[src/rtl/uart_tx_packet_arbiter.sv]
// Round-robin arbiter that serializes 128-bit packets onto a UART TX byte stream.
// Optional trailing XOR checksum byte: define UART_TX_ARB_CHECKSUM_EN.
module uart_tx_packet_arbiter #(
  parameter int NUM_SRC = 2,
  parameter int SRC_W   = 3
) (
  input  logic                   clk,
  input  logic                   reset_n,
  input  logic [NUM_SRC-1:0]     src_valid,
  output logic [NUM_SRC-1:0]     src_ready,
  input  logic [NUM_SRC*128-1:0] src_data,
  output logic                   tx_valid,
  input  logic                   tx_ready,
  output logic [7:0]             tx_data,
  output logic                   busy,
  output logic [SRC_W-1:0]       grant_id,
  output logic [15:0]            pkt_count
);

  typedef enum logic [1:0] {
    IDLE,
    SEND
`ifdef UART_TX_ARB_CHECKSUM_EN
    , CSUM
`endif
  } state_t;

  state_t       state_q, state_d;
  logic [127:0] buf_q, buf_d;
  logic [3:0]   idx_q, idx_d;
  logic [SRC_W-1:0] last_q, last_d;
  logic [SRC_W-1:0] grant_q, grant_d;
  logic         tx_valid_q, tx_valid_d;
  logic [7:0]   tx_data_q, tx_data_d;
  logic         busy_q, busy_d;
  logic [15:0]  cnt_q, cnt_d;

  logic               win_found;
  logic [SRC_W-1:0]   win_idx;
  logic [NUM_SRC-1:0] win_vec;
  logic [127:0]       win_data;
  logic [3:0]         idx_nx;
  logic [7:0]         next_byte;
  logic               tx_fire;

`ifdef UART_TX_ARB_CHECKSUM_EN
  logic [7:0] csum;

  // XOR of all sixteen latched packet bytes
  always_comb begin
    csum = '0;
    for (int b = 0; b < 16; b++) begin
      csum = csum ^ buf_q[8*b +: 8];
    end
  end
`endif

  // Round-robin search: first valid above last grant, else wrap from 0
  always_comb begin
    win_found = 1'b0;
    win_idx   = '0;
    for (int i = 0; i < NUM_SRC; i++) begin
      if (!win_found && src_valid[i] && (SRC_W'(i) > last_q)) begin
        win_found = 1'b1;
        win_idx   = SRC_W'(i);
      end
    end
    for (int i = 0; i < NUM_SRC; i++) begin
      if (!win_found && src_valid[i] && (SRC_W'(i) <= last_q)) begin
        win_found = 1'b1;
        win_idx   = SRC_W'(i);
      end
    end
  end

  // Winner one-hot vector and packet mux
  always_comb begin
    win_vec  = '0;
    win_data = '0;
    for (int i = 0; i < NUM_SRC; i++) begin
      if (win_found && (win_idx == SRC_W'(i))) begin
        win_vec[i] = 1'b1;
        win_data   = src_data[128*i +: 128];
      end
    end
  end

  assign idx_nx    = idx_q + 4'd1;
  assign next_byte = buf_q[{idx_nx, 3'b000} +: 8];
  assign tx_fire   = tx_valid_q && tx_ready;

  // Next-state and output logic
  always_comb begin
    state_d    = state_q;
    buf_d      = buf_q;
    idx_d      = idx_q;
    last_d     = last_q;
    grant_d    = grant_q;
    tx_valid_d = tx_valid_q;
    tx_data_d  = tx_data_q;
    busy_d     = busy_q;
    cnt_d      = cnt_q;
    src_ready  = '0;
    unique case (state_q)
      IDLE: begin
        src_ready = win_vec & {NUM_SRC{reset_n}};
        if (win_found) begin
          buf_d      = win_data;
          grant_d    = win_idx;
          last_d     = win_idx;
          idx_d      = '0;
          tx_valid_d = 1'b1;
          tx_data_d  = win_data[7:0];
          busy_d     = 1'b1;
          state_d    = SEND;
        end
      end
      SEND: begin
        if (tx_fire) begin
          if (idx_q == 4'hF) begin
`ifdef UART_TX_ARB_CHECKSUM_EN
            tx_data_d = csum;
            idx_d     = '0;
            state_d   = CSUM;
`else
            tx_valid_d = 1'b0;
            tx_data_d  = '0;
            busy_d     = 1'b0;
            idx_d      = '0;
            cnt_d      = cnt_q + 16'd1;
            state_d    = IDLE;
`endif
          end else begin
            idx_d     = idx_nx;
            tx_data_d = next_byte;
          end
        end
      end
`ifdef UART_TX_ARB_CHECKSUM_EN
      CSUM: begin
        if (tx_fire) begin
          tx_valid_d = 1'b0;
          tx_data_d  = '0;
          busy_d     = 1'b0;
          cnt_d      = cnt_q + 16'd1;
          state_d    = IDLE;
        end
      end
`endif
      default: begin
        state_d = IDLE;
      end
    endcase
  end

  // State and datapath registers with synchronous reset
  always_ff @(posedge clk) begin
    if (!reset_n) begin
      state_q    <= IDLE;
      buf_q      <= '0;
      idx_q      <= '0;
      last_q     <= SRC_W'(NUM_SRC - 1);
      grant_q    <= '0;
      tx_valid_q <= 1'b0;
      tx_data_q  <= '0;
      busy_q     <= 1'b0;
      cnt_q      <= '0;
    end else begin
      state_q    <= state_d;
      buf_q      <= buf_d;
      idx_q      <= idx_d;
      last_q     <= last_d;
      grant_q    <= grant_d;
      tx_valid_q <= tx_valid_d;
      tx_data_q  <= tx_data_d;
      busy_q     <= busy_d;
      cnt_q      <= cnt_d;
    end
  end

  assign tx_valid  = tx_valid_q;
  assign tx_data   = tx_data_q;
  assign busy      = busy_q;
  assign grant_id  = grant_q;
  assign pkt_count = cnt_q;

endmodule

[config.mk]
export PLATFORM = sky130hd
export DESIGN_NAME = uart_tx_packet_arbiter
export DESIGN_NICKNAME = d
export VERILOG_FILES = /design/src/rtl/uart_tx_packet_arbiter.sv
export SDC_FILE = /design/constraint.sdc
export NUM_CORES = 1
export LEC_CHECK = 0
export ABC_AREA = 1
export CAP_MARGIN = 0
export CELL_PAD_IN_SITES_DETAIL_PLACEMENT = 1
export CELL_PAD_IN_SITES_GLOBAL_PLACEMENT = 1
export CORE_UTILIZATION = 32
export DETAILED_ROUTE_END_ITERATION = 16
export PLACE_DENSITY = 0.93
export RECOVER_POWER = 100
export SYNTH_ARGS = -nofsm -noshare
export SYNTH_HDL_FRONTEND = slang
export SYNTH_SLANG_ARGS = --single-unit
[constraint.sdc]
create_clock -name clk -period 2.2 [get_ports clk]
set_input_delay 0.44 -clock clk [delete_from_list [all_inputs] [get_ports clk]]
set_output_delay 0.44 -clock clk [all_outputs]
set_load 0.05 [all_outputs]
==> results.txt <==
----------------------------------------------------
[Run status]
  Run status ... finished, final reports clean

[Synth]
  Distinct cell type count after synthesis ... 27
  Count leader, synth ... sky130_fd_sc_hd__nand2_1
  Dominant register cell in the synthesized netlist ... sky130_fd_sc_hd__dfxtp_1
  Avg Inst Size Synth ... 6.496 µm²
  Share of flip-flops with an asynchronous set or reset ... 0
  Synth top cells by count ... 253 x sky130_fd_sc_hd__nand2_1, 246 x sky130_fd_sc_hd__nand3_1, 159 x sky130_fd_sc_hd__dfxtp_1
  Share of synthesized area spent on multiplexers ... 0
  Summed instance area of the synthesized netlist ... 8853 µm²
  Share of Yosys cell area claimed by the top area cell type ... 0.3595
  Flip-flop and latch count after synthesis ... 159
  Post-Synth XOR/XNOR Area ... 0.008621
  Number of warning messages in the yosys log ... 0
  Synth top area cells ... sky130_fd_sc_hd__dfxtp_1 36%, sky130_fd_sc_hd__nand3_1 14%, sky130_fd_sc_hd__nand2_1 11%, sky130_fd_sc_hd__a21oi_1 8.6%, sky130_fd_sc_hd__a31oi_1 8.5%
  Number of standard cells after synthesis ... 1363
  Number of synthesized flops with an enable pin ... 0
  Combinational family with the most area after synthesis ... simple AND/OR/NAND/NOR gates
  Post-synthesis compound-gate area fraction ... 0.2504
  Portion of the post-synthesis area used by sequential elements ... 0.3595
  Cell type with the highest aggregate area in the netlist ... sky130_fd_sc_hd__dfxtp_1
  Area fraction in and, or, nand and nor cells after synthesis ... 0.2603
  Adder-Cell Fraction of Synth Area ... 0.002826

[Routing]
  Remaining antenna violation count after routing ... 0
  Number of design rule violations left after detail routing ... 0
  Routed wire length ... 36800 µm
  Post-DR vias/cell ... 5.552
  Via count ... 10700
  Detailed Routing Iterations Pass 1 ... 5
  Starting DRT DRC Count ... 721
  Average wire length per cell after detail routing ... 19.10 µm

[Die]
  Floorplan die height ... 168.3 µm
  Total die area ... 28340 µm²
  Cell Rows ... 60
  Initial Util ... 0.3276
  Floorplan die width ... 168.3 µm
  I/O pin cnt ... 292
  Core region area ... 27030 µm²

[Timing]
  PnR worst setup slack ... 0.04964 ns
  Final hold violation count ... 0
  Maximum achievable frequency ... 465.0 MHz
  Worst Max-Slew Pin Slew ... 0.7773 ns
  Fin Clk Skew ... 0.01488 ns
  Unrepaired setup endpoints after global routing ... false
  Accumulated negative setup slack ... 0 ns
  Number of pins exceeding their max-slew limit in the final report ... 0
  Slew HR ... 0.4818
  Final setup vio count ... 0
  Final period util ... 0.9774
  Clock period minus final worst setup slack ... 2.150 ns

[Global route]
  Wire length of the first global-routing pass ... 57330 µm
  Vias in the first global route ... 10450
  Antenna violations before repair ... 0
  GR Overflow Total ... 0
  Combined global-route utilization of all metal layers ... 0.2550
  Pin count of the biggest net entering global routing ... 129

[Clocking]
  Clock transition at the register clock pins on the worst setup and hold paths after CTS ... 0.06 ns
  CTS tree ... done
  CTS Buffer Depth ... 2
  CTS H-tree lvls ... 4
  Root cell of the clock tree ... sky130_fd_sc_hd__clkbuf_16
  Number of setup buffers added after CTS ... 0
  Num CTS Buffers ... 17
  Clk Latency, worst-skew pair ... 0.43 ns
  Hold buffers post-CTS ... 0
  Total clock sinks ... 159

[Worst setup path]
  Launch point of the worst reg-to-reg path ... pkt_count[1]
  Library cell contributing the largest single delay on the critical path ... sky130_fd_sc_hd__clkdlybuf4s50_1
  Data arrival time of the critical path ... 1.71 ns
  Crit path buf inv count ... 1
  Cell depth of the worst flop-to-flop path ... 8
  Required arrival time at the worst endpoint ... 1.76 ns
  Path length in cells of the critical path ... 1
  Crit path max-delay family ... buffers and inverters
  Type of element launching the critical path ... register
  Reg-to-reg endpoint ... pkt_count[14]
  Worst reg2reg setup slack ... 0.17 ns
  Type of destination of the critical path ... primary output
  WS Path Type ... reg2out
  Top fanout value on the critical path ... 5
  Critical Path, Cell by Cell ... clkdlybuf4s50_1
  CP max stage delay ... 0.85 ns

[Cells and area]
  Area growth from synthesis to final layout ... 41.61%
  Fraction of layout cells with a size suffix above 1 ... 0.04792
  Filler cell count ... 3429
  Final layout net count ... 1837
  Finished layout cell area ... 12540 µm²
  Area taken by flip-flops and latches ... 3187 µm²
  End-of-flow core utilization ... 0.4639
  Inserted Diodes ... 0
  Area of the multi-input gates ... 4646 µm²

[Worst hold path]
  End point of the worst hold path ... last_q[0]
  Hold depth ... 2
  Worst hold path startpoint ... reset_n
  Path type of the worst min-delay path ... in2reg

[Placement]
  Pre-CTS setup slack ... 0.1407 ns
  Final GP Congestion ... 0.8953
  Count of buffers inserted at the top-level ports ... 289
  Placed wire-length estimate after detailed placement ... 25780 µm
  Area after DPL ... 11990 µm²

[Power]
  Pwr Density ... 652.9 nW/µm²
  Post-layout power ... 0.008185 W
  IR drop worst, VDD ... 0.0004851 V
  Static leakage ... 4.955 nW

[Run]
  Max-cap violations ... 0

----------------------------------------------------
[stage by stage]
step | hold slack, ns | std cells
2_1_floorplan | 0.4287 | 1364
3_3_place_gp | 0.4540 | 1896
3_5_place_dp | 0.4619 | 1896
4_1_cts | 0.3499 | 1927
5_1_grt | 0.3494 | 1927
6_report | 0.3677 | 1927
[sequential cells by signal, summed over array words and instances (netlist names)]
register	count
buf_q	128
grant_id	1
idx_q	4
last_q	1
pkt_count	16
state_q	1
tx_data	8
[layout make-up]
cell class	instances	share of cell area
Clock inverter	9	0.008683
Timing Repair Buffer	319	0.2558
Multi-Input combinational cell	950	0.3706
Inverter	127	0.03812
Sequential cell	159	0.2542
Tap cell	341	0.03403
Clock buffer	22	0.03862
[cells by family after synthesis]
family                   count (synthesis)
AO/OA/AOI/OAI                          412
XOR/XNOR                                 7
adder cells (fa/ha/maj)                  2
buffers and inverters                  255
flip-flops                             159
other                                    1
AND/OR/NAND/NOR                        527
[where the power goes]
part	total [W]	internal [W]	switching (W)	leakage [nW]
logic	0.00193	0.000839	0.00109	3.35
clock network	0.00300	0.00179	0.00121	0.292
registers	0.00325	0.00312	0.000129	1.31
total	0.00819	0.00575	0.00244	4.95
[worst max-delay path by stage]
stage                  startpoint       endpoint  slack [ns]
floorplan                 reset_n   src_ready[0]        0.11
global placement         tx_ready  pkt_count[14]        0.20
detailed placement   src_valid[0]       idx_q[2]        0.14
CTS                 pkt_count[13]  pkt_count[13]       0.005
global route         pkt_count[1]   pkt_count[1]        0.02
finish               pkt_count[1]   pkt_count[1]        0.05
[routing by layer]
| metal | global-route usage | vias up | share of wire |
|---|---|---|---|
| met5 | 0 | - | 0 |
| met4 | 0.07945 | 0 | 0.024 |
| met3 | 0.03597 | 48 | 0.054 |
| met2 | 0.4265 | 393 | 0.47 |
| met1 | 0.3380 | 5184 | 0.45 |
| li1 | - | 5073 | - |
[placed cells by master (no fill, tap or decap), types with 2 or more instances in the layout]
cell type                         Yosys  routed
sky130_fd_sc_hd__a21oi_1            153     153
sky130_fd_sc_hd__a31oi_1            120     120
sky130_fd_sc_hd__buf_12               0      10
sky130_fd_sc_hd__buf_4               15      21
sky130_fd_sc_hd__bufinv_16            0       2
sky130_fd_sc_hd__clkbuf_1            85       5
sky130_fd_sc_hd__clkbuf_16            0      17
sky130_fd_sc_hd__clkbuf_8             0       4
sky130_fd_sc_hd__clkdlybuf4s50_1      0     268
sky130_fd_sc_hd__clkinv_1             2       2
sky130_fd_sc_hd__clkinv_2             0       3
sky130_fd_sc_hd__clkinv_4             0       3
sky130_fd_sc_hd__conb_1               1       2
sky130_fd_sc_hd__dfxtp_1            159     156
sky130_fd_sc_hd__dfxtp_2              0       3
sky130_fd_sc_hd__dlygate4sd2_1        0       6
sky130_fd_sc_hd__dlygate4sd3_1        0       8
sky130_fd_sc_hd__ha_1                 2       2
sky130_fd_sc_hd__inv_1              123     123
sky130_fd_sc_hd__nand2_1            253     252
sky130_fd_sc_hd__nand2_4              0       2
sky130_fd_sc_hd__nand3_1            246     246
sky130_fd_sc_hd__nor2_1              18      17
sky130_fd_sc_hd__nor2_2               2       3
sky130_fd_sc_hd__nor3_1               5       5
sky130_fd_sc_hd__o21ai_0            122     133
sky130_fd_sc_hd__o21ai_1             15       4
sky130_fd_sc_hd__xnor2_1              2       2
sky130_fd_sc_hd__xor2_1               3       3
[timing repair]
action,CTS,global route
resized for setup,7,3
pin swaps,0,0
cloned,0,0
endpoints found under the setup margin,7,3
endpoints found under the hold margin,0,0
(Power assumes the default switching activity.)
